<file path="src/rtl/line_storer.sv">
// Line storer: buffers an 8-bit pixel stream one line at a time in two ping-pong
// banks and writes each completed line to memory as a single AXI4 INCR burst.
module line_storer #(
    parameter int AXI_WIDTH_AD = 32,
    parameter int AXI_WIDTH_ID = 4,
    parameter int AXI_WIDTH_DA = 32,
    parameter int WIDTH        = 128,
    parameter int HEIGHT       = 128
) (
    input  logic                      ap_clk,
    input  logic                      ap_rst_n,
    input  logic                      store_start,
    input  logic [AXI_WIDTH_AD-1:0]   base_addr,
    input  logic                      in_valid,
    output logic                      in_ready,
    input  logic [AXI_WIDTH_DA-1:0]   in_data,
    output logic                      m_axi_memory_bus_AWVALID,
    input  logic                      m_axi_memory_bus_AWREADY,
    output logic [AXI_WIDTH_AD-1:0]   m_axi_memory_bus_AWADDR,
    output logic [AXI_WIDTH_ID-1:0]   m_axi_memory_bus_AWID,
    output logic [7:0]                m_axi_memory_bus_AWLEN,
    output logic [2:0]                m_axi_memory_bus_AWSIZE,
    output logic [1:0]                m_axi_memory_bus_AWBURST,
    output logic                      m_axi_memory_bus_WVALID,
    input  logic                      m_axi_memory_bus_WREADY,
    output logic [AXI_WIDTH_DA-1:0]   m_axi_memory_bus_WDATA,
    output logic [AXI_WIDTH_DA/8-1:0] m_axi_memory_bus_WSTRB,
    output logic                      m_axi_memory_bus_WLAST,
    input  logic                      m_axi_memory_bus_BVALID,
    output logic                      m_axi_memory_bus_BREADY,
    input  logic [1:0]                m_axi_memory_bus_BRESP,
    output logic                      busy,
    output logic                      store_done,
    output logic                      store_err
);

    localparam int WPL = WIDTH * 8 / AXI_WIDTH_DA;
    localparam int CW  = (WPL > 1) ? $clog2(WPL) : 1;
    localparam int LW  = $clog2(HEIGHT + 1);
    localparam int SW  = AXI_WIDTH_DA / 8;

    localparam logic [CW-1:0]           LAST_WORD  = CW'(WPL - 1);
    localparam logic [CW-1:0]           WORD_ZERO  = {CW{1'b0}};
    localparam logic [LW-1:0]           LAST_LINE  = LW'(HEIGHT - 1);
    localparam logic [LW-1:0]           NUM_LINES  = LW'(HEIGHT);
    localparam logic [AXI_WIDTH_AD-1:0] LINE_BYTES = AXI_WIDTH_AD'(WIDTH);
    localparam logic [AXI_WIDTH_AD-1:0] ADDR_ZERO  = {AXI_WIDTH_AD{1'b0}};
    localparam logic [AXI_WIDTH_DA-1:0] DATA_ZERO  = {AXI_WIDTH_DA{1'b0}};

    localparam logic [1:0] ST_IDLE = 2'd0;
    localparam logic [1:0] ST_AW   = 2'd1;
    localparam logic [1:0] ST_W    = 2'd2;
    localparam logic [1:0] ST_B    = 2'd3;

    // Frame-control and fill-side state
    logic                    busy_r;
    logic                    store_done_r;
    logic                    store_err_r;
    logic                    in_ready_r;
    logic [AXI_WIDTH_AD-1:0] line_addr_r;
    logic [LW-1:0]           line_idx_r;
    logic [LW-1:0]           lines_filled_r;
    logic [1:0]              full_r;
    logic                    fill_sel_r;
    logic                    drain_sel_r;
    logic [CW-1:0]           wcnt_r;

    logic                    busy_nxt_s;
    logic                    store_done_nxt_s;
    logic                    store_err_nxt_s;
    logic                    in_ready_nxt_s;
    logic [AXI_WIDTH_AD-1:0] line_addr_nxt_s;
    logic [LW-1:0]           line_idx_nxt_s;
    logic [LW-1:0]           lines_filled_nxt_s;
    logic [1:0]              full_nxt_s;
    logic                    fill_sel_nxt_s;
    logic                    drain_sel_nxt_s;
    logic [CW-1:0]           wcnt_nxt_s;

    // Drain-side state
    logic [1:0]              drain_state_r;
    logic                    awvalid_r;
    logic [AXI_WIDTH_AD-1:0] awaddr_r;
    logic                    wvalid_r;
    logic [AXI_WIDTH_DA-1:0] wdata_r;
    logic                    wlast_r;
    logic                    bready_r;
    logic [CW-1:0]           bcnt_r;
    logic [CW-1:0]           bcnt_nxt_s;

    logic [AXI_WIDTH_DA-1:0] bank_mem [0:1][0:WPL-1];

    logic start_s;
    logic in_hs_s;
    logic fill_last_s;
    logic b_hs_s;
    logic frame_end_s;

    assign start_s     = store_start & ~busy_r;
    assign in_hs_s     = in_valid & in_ready_r;
    assign fill_last_s = in_hs_s & (wcnt_r == LAST_WORD);
    assign b_hs_s      = bready_r & m_axi_memory_bus_BVALID;
    assign frame_end_s = b_hs_s & (line_idx_r == LAST_LINE);
    assign bcnt_nxt_s  = bcnt_r + CW'(1);

    // Next-state for frame control, fill counters and bank full flags
    always_comb begin
        busy_nxt_s         = busy_r;
        store_done_nxt_s   = 1'b0;
        store_err_nxt_s    = store_err_r;
        line_addr_nxt_s    = line_addr_r;
        line_idx_nxt_s     = line_idx_r;
        lines_filled_nxt_s = lines_filled_r;
        full_nxt_s         = full_r;
        fill_sel_nxt_s     = fill_sel_r;
        drain_sel_nxt_s    = drain_sel_r;
        wcnt_nxt_s         = wcnt_r;

        if (start_s) begin
            busy_nxt_s         = 1'b1;
            store_err_nxt_s    = 1'b0;
            line_addr_nxt_s    = base_addr;
            line_idx_nxt_s     = {LW{1'b0}};
            lines_filled_nxt_s = {LW{1'b0}};
            full_nxt_s         = 2'b00;
            fill_sel_nxt_s     = 1'b0;
            drain_sel_nxt_s    = 1'b0;
            wcnt_nxt_s         = WORD_ZERO;
        end else begin
            if (in_hs_s) begin
                if (fill_last_s) begin
                    full_nxt_s[fill_sel_r] = 1'b1;
                    fill_sel_nxt_s         = ~fill_sel_r;
                    wcnt_nxt_s             = WORD_ZERO;
                    lines_filled_nxt_s     = lines_filled_r + LW'(1);
                end else begin
                    wcnt_nxt_s = wcnt_r + CW'(1);
                end
            end else begin
                wcnt_nxt_s = wcnt_r;
            end

            // Fill and drain never touch the same bank flag in one cycle
            if (b_hs_s) begin
                full_nxt_s[drain_sel_r] = 1'b0;
                drain_sel_nxt_s         = ~drain_sel_r;
                line_idx_nxt_s          = line_idx_r + LW'(1);
                line_addr_nxt_s         = line_addr_r + LINE_BYTES;
                if (m_axi_memory_bus_BRESP != 2'b00) begin
                    store_err_nxt_s = 1'b1;
                end else begin
                    store_err_nxt_s = store_err_r;
                end
            end else begin
                drain_sel_nxt_s = drain_sel_r;
            end

            if (frame_end_s) begin
                busy_nxt_s       = 1'b0;
                store_done_nxt_s = 1'b1;
            end else begin
                busy_nxt_s       = busy_r;
                store_done_nxt_s = 1'b0;
            end
        end

        in_ready_nxt_s = busy_nxt_s & ~full_nxt_s[fill_sel_nxt_s]
                       & (lines_filled_nxt_s < NUM_LINES);
    end

    // Frame-control state register
    always_ff @(posedge ap_clk or negedge ap_rst_n) begin
        if (!ap_rst_n) begin
            busy_r         <= 1'b0;
            store_done_r   <= 1'b0;
            store_err_r    <= 1'b0;
            in_ready_r     <= 1'b0;
            line_addr_r    <= ADDR_ZERO;
            line_idx_r     <= {LW{1'b0}};
            lines_filled_r <= {LW{1'b0}};
            full_r         <= 2'b00;
            fill_sel_r     <= 1'b0;
            drain_sel_r    <= 1'b0;
            wcnt_r         <= WORD_ZERO;
        end else begin
            busy_r         <= busy_nxt_s;
            store_done_r   <= store_done_nxt_s;
            store_err_r    <= store_err_nxt_s;
            in_ready_r     <= in_ready_nxt_s;
            line_addr_r    <= line_addr_nxt_s;
            line_idx_r     <= line_idx_nxt_s;
            lines_filled_r <= lines_filled_nxt_s;
            full_r         <= full_nxt_s;
            fill_sel_r     <= fill_sel_nxt_s;
            drain_sel_r    <= drain_sel_nxt_s;
            wcnt_r         <= wcnt_nxt_s;
        end
    end

    // Line bank write port; contents are don't-care until written
    always_ff @(posedge ap_clk) begin
        if (in_hs_s) begin
            bank_mem[fill_sel_r][wcnt_r] <= in_data;
        end
    end

    // Drain FSM: one AW, WPL beats, one B per line; W data prefetched into wdata_r
    always_ff @(posedge ap_clk or negedge ap_rst_n) begin
        if (!ap_rst_n) begin
            drain_state_r <= ST_IDLE;
            awvalid_r     <= 1'b0;
            awaddr_r      <= ADDR_ZERO;
            wvalid_r      <= 1'b0;
            wdata_r       <= DATA_ZERO;
            wlast_r       <= 1'b0;
            bready_r      <= 1'b0;
            bcnt_r        <= WORD_ZERO;
        end else begin
            case (drain_state_r)
                ST_IDLE: begin
                    if (busy_r && full_r[drain_sel_r]) begin
                        drain_state_r <= ST_AW;
                        awvalid_r     <= 1'b1;
                        awaddr_r      <= line_addr_r;
                    end else begin
                        drain_state_r <= ST_IDLE;
                    end
                end
                ST_AW: begin
                    if (m_axi_memory_bus_AWREADY) begin
                        drain_state_r <= ST_W;
                        awvalid_r     <= 1'b0;
                        wvalid_r      <= 1'b1;
                        wdata_r       <= bank_mem[drain_sel_r][WORD_ZERO];
                        wlast_r       <= (LAST_WORD == WORD_ZERO);
                        bcnt_r        <= WORD_ZERO;
                    end else begin
                        drain_state_r <= ST_AW;
                    end
                end
                ST_W: begin
                    if (m_axi_memory_bus_WREADY) begin
                        if (wlast_r) begin
                            drain_state_r <= ST_B;
                            wvalid_r      <= 1'b0;
                            wlast_r       <= 1'b0;
                            bready_r      <= 1'b1;
                        end else begin
                            bcnt_r  <= bcnt_nxt_s;
                            wdata_r <= bank_mem[drain_sel_r][bcnt_nxt_s];
                            wlast_r <= (bcnt_nxt_s == LAST_WORD);
                        end
                    end else begin
                        drain_state_r <= ST_W;
                    end
                end
                ST_B: begin
                    if (m_axi_memory_bus_BVALID) begin
                        drain_state_r <= ST_IDLE;
                        bready_r      <= 1'b0;
                    end else begin
                        drain_state_r <= ST_B;
                    end
                end
                default: begin
                    drain_state_r <= ST_IDLE;
                    awvalid_r     <= 1'b0;
                    wvalid_r      <= 1'b0;
                    wlast_r       <= 1'b0;
                    bready_r      <= 1'b0;
                end
            endcase
        end
    end

    assign in_ready                 = in_ready_r;
    assign busy                     = busy_r;
    assign store_done               = store_done_r;
    assign store_err                = store_err_r;
    assign m_axi_memory_bus_AWVALID = awvalid_r;
    assign m_axi_memory_bus_AWADDR  = awaddr_r;
    assign m_axi_memory_bus_AWID    = {AXI_WIDTH_ID{1'b0}};
    assign m_axi_memory_bus_AWLEN   = 8'(WPL - 1);
    assign m_axi_memory_bus_AWSIZE  = 3'($clog2(SW));
    assign m_axi_memory_bus_AWBURST = 2'b01;
    assign m_axi_memory_bus_WVALID  = wvalid_r;
    assign m_axi_memory_bus_WDATA   = wdata_r;
    assign m_axi_memory_bus_WSTRB   = {SW{1'b1}};
    assign m_axi_memory_bus_WLAST   = wlast_r;
    assign m_axi_memory_bus_BREADY  = bready_r;

endmodule

</file>
<file path="config.mk">
export PLATFORM = sky130hd
export DESIGN_NAME = line_storer
export DESIGN_NICKNAME = d
export VERILOG_FILES = /design/src/rtl/line_storer.sv
export SDC_FILE = /design/constraint.sdc
export NUM_CORES = 2
export LEC_CHECK = 0
export BUFFER_PORTS_ARGS = -buffer_cell sky130_fd_sc_hd__clkbuf_2
export CAP_MARGIN = 20
export CELL_PAD_IN_SITES_DETAIL_PLACEMENT = 0
export CELL_PAD_IN_SITES_GLOBAL_PLACEMENT = 1
export CORE_MARGIN = 3
export CORE_UTILIZATION = 55
export CTS_BUF_LIST = sky130_fd_sc_hd__clkbuf_8
export CTS_CLUSTER_DIAMETER = 150
export DETAILED_ROUTE_END_ITERATION = 16
export GPL_ROUTABILITY_DRIVEN = 0
export GPL_TIMING_DRIVEN = 1
export PLACE_DENSITY = 0.8
export SLEW_MARGIN = 30
export SYNTH_ARGS = -nofsm -noshare
export SYNTH_HDL_FRONTEND = slang
export SYNTH_SLANG_ARGS = --single-unit
</file>
<file path="constraint.sdc">
create_clock -name ap_clk -period 4.2 [get_ports ap_clk]
set_input_delay 0.21 -clock ap_clk [delete_from_list [all_inputs] [get_ports ap_clk]]
set_output_delay 0.21 -clock ap_clk [all_outputs]
set_load 0.005 [all_outputs]
</file>
==> flow_summary.ini <==
[pwr]
powerDensity_nw_per_um2 = 654
leakage_nw = 31.7
ir_drop_mv = 0.648
power.total_mw = 63.2

[clocking]
root_buffer = clkbuf_8
clk_path_buf_depth = 4
htreeDepth = 5
cts_num_sinks = 2184
path_clk_slew_ns = 0.07
clk_latency_ns = 1.03
cts_tree = yes
cts_buffers = 339

[grt]
grt_pass1_wl_mm = 313
grt_overflow_total = 0
grt_usage = 0.280
grt_start_max_net_pins = 109
antenna_found_initial = 9
grt_pass1_vias = 43400

[synthesis]
synth_top_area_frac = 0.727
netlist_area_sq_um = 84600
synth-edff-count = 2048
synth_warnings = 0
synthCells = 3812
synth_top_area_cell = edfxtp_1
ys_seq_elements = 2184
synth.avg_cell_area_sq_um = 22.2
synth-main-ff-cell = edfxtp_1
ys_types = 55
yosys-top-cells-area = edfxtp_1 (73%), mux4_2 (16%), dfrtp_1 (4.0%), mux2i_1 (1.2%), nor2_1 (0.63%)
async_reset_ff_frac = 0.0623
synth-seq-area-share = 0.767

[setup_path]
cp_max_fo = 21
slowest_delay_ns = 0.64
r2r_start = bcnt_r[1]
required_ns = 5.07
crit_buf_inv = 3
critPathArrivalTime_ns = 4.83
crit_family = compound AO/OA/AOI/OAI gates
end_kind = flop
cp.depth = 10
crit_slowest_cell = ha_1
critPathLaunchType = flop
crit_chain = ha_1 > xor2_4 > buf_4 > buf_12 > mux4_2 > mux2i_1 > o221ai_1 > a21oi_1 > buf_4 > a21oi_1
path_class = flop to flop
r2r_cells = 10
crit_path_start = bcnt_r[1]

[sta]
max_freq_ghz = 0.253
grt_setup_unrepaired = false
fin_tns_setup_ns = 0
fin_skew_ns = 0.0786
fin_crit_ns = 3.96
setup_slack_ns = 0.244
worstMarginPinSlew_ns = 0.984
final-setup-viol-count = 0
slew_headroom = 0.337
finalHoldViolCount = 0
post-route-period-util = 0.942
maxSlewViolCount = 0

[drt]
vias = 43100
drt_first_pass_iters = 6
drtAntennaViolNets = 0
avgViaCountPerCell = 6.40
drc_errors = 0
initialDrtViolationCount = 5552
routed_wl_mm = 220
wl_per_cell_microns = 32.7

[floorplanning]
io_pins = 166
initial_core_util = 0.555
die_h_microns = 398
coreArea_sq_um = 152000
die_x_microns = 398
die_area_sq_um = 159000
row_count = 143

[worst_hold_path]
hold_depth = 5
hold_path_class = input pin to flop
hold_start = m_axi_memory_bus_BVALID

[cells_and_area]
final_area_sq_um = 96700
nets = 4538
drive_gt1_frac = 0.314
area_growth_pct = 14.3

[placed_design]
numPortBuffers = 144
post-place-ws_ns = 0.150
place_area_sq_um = 89200
hpwl_mm = 125

[outcome]
outcome = finished clean

[run]
max_cap_violations = 0
per-stage QoR:
step / hold slack (ns) / std cells / util
finish: 0.124 / 6726 / 0.634
global route: 0.112 / 6722 / 0.634
CTS: 0.0265 / 6719 / 0.634
detailed placement: 0.368 / 5987 / 0.585
global placement: 0.370 / 5986 / 0.585
floorplan: -0.0856 / 3831 / -
registers in the layout, summed over array words and instances, names as in the netlist:
name,count
drain_sel_r,1
drain_state_r,2
lines_filled_r,8
m_axi_memory_bus_WLAST,1
bank_mem,2048
m_axi_memory_bus_AWADDR,32
m_axi_memory_bus_AWVALID,1
line_addr_r,32
m_axi_memory_bus_WDATA,32
m_axi_memory_bus_WVALID,1
busy,1
store_done,1
line_idx_r,8
m_axi_memory_bus_BREADY,1
in_ready,1
full_r,2
bcnt_r,5
fill_sel_r,1
wcnt_r,5
store_err,1
per-layer routing:
layer	global-route usage	wire length (microns)	up-vias
met4	0.112	9310	8
li1	-	-	17300
met5	0	50	-
met1	0.392	80800	22500
met2	0.434	105000	2727
met3	0.0654	24600	507
logic make-up after synthesis:
kind of cell    Yosys count  share of synthesized area
mux                     739                      0.176
compound gates          240                     0.0177
fa+ha+maj                10                    0.00148
simple gates            358                     0.0188
other cells               2                  0.0000887
xor+xnor                 42                    0.00457
flops                  2184                      0.767
buf+inv                 237                     0.0143
synthesized netlist by cell type (16+ instances only):
cell type	n
buf_2	71
o21ai_0	81
xnor2_1	16
nor2_1	141
edfxtp_1	2048
mux2i_1	99
clkbuf_1	89
a21oi_1	53
nand3_1	59
dfrtp_1	136
a22oi_1	32
mux4_2	597
xor2_1	25
mux2_2	43
buf_4	49
nand2_1	92
cell type report:
cell class / count / area, sq um
clock buffer: 359 / 4940
clock inverter: 218 / 950
fill: 9963 / 55700
timing repair buffer: 511 / 4190
tap: 2030 / 2540
sequential: 2184 / 64900
multi-input combinational: 1410 / 19100
inverter: 9 / 33.8
antenna: 5 / 12.5
power by group:
| group | leakage (nW) | internal, mW | switching [mW] |
|---|---|---|---|
| clock | 3.47 | 8.01 | 7.84 |
| combinational | 8.09 | 9.75 | 11.8 |
| sequential | 20.1 | 24.9 | 0.999 |
path summary, 6_finish.rpt:
path	endpoint	slack (ns)
setup / recovery	m_axi_memory_bus_WDATA[16]	0.24
hold / removal	m_axi_memory_bus_BREADY	0.12
setup reg to reg	m_axi_memory_bus_WDATA[16]	0.24
hold reg to reg	m_axi_memory_bus_AWVALID	0.48
max in group asynchronous	m_axi_memory_bus_WVALID	3.33
min in group asynchronous	m_axi_memory_bus_WDATA[12]	0.43
worst min-delay path: stages:
cell and delay [ns]:
dlygate4sd3_1 0.53, clkbuf_2 0.14, nand2_1 0.07, nand2_1 0.05, o21ai_0 0.07
repair_timing:
item | CTS | global route
endpoints found under the hold margin | 1944 | 0
hold buffers | 155 | 0
resized for setup | 0 | 1
setup endpoints to repair | 0 | 1
buffers inserted | 0 | 0
layout by cell type (no fill, tap or decap), types with 59 or more instances in the layout:
master,instances
mux4_2,597
o21ai_0,80
clkbuf_8,359
dlygate4sd3_1,154
dfrtp_1,134
nand2_1,92
edfxtp_1,2048
nor2_1,75
buf_4,188
clkinv_1,64
mux2i_1,99
clkbuf_2,140
nand3_1,59
nor2_4,65
inv_1,127
Note: power is estimated with default switching activity, not from simulation.
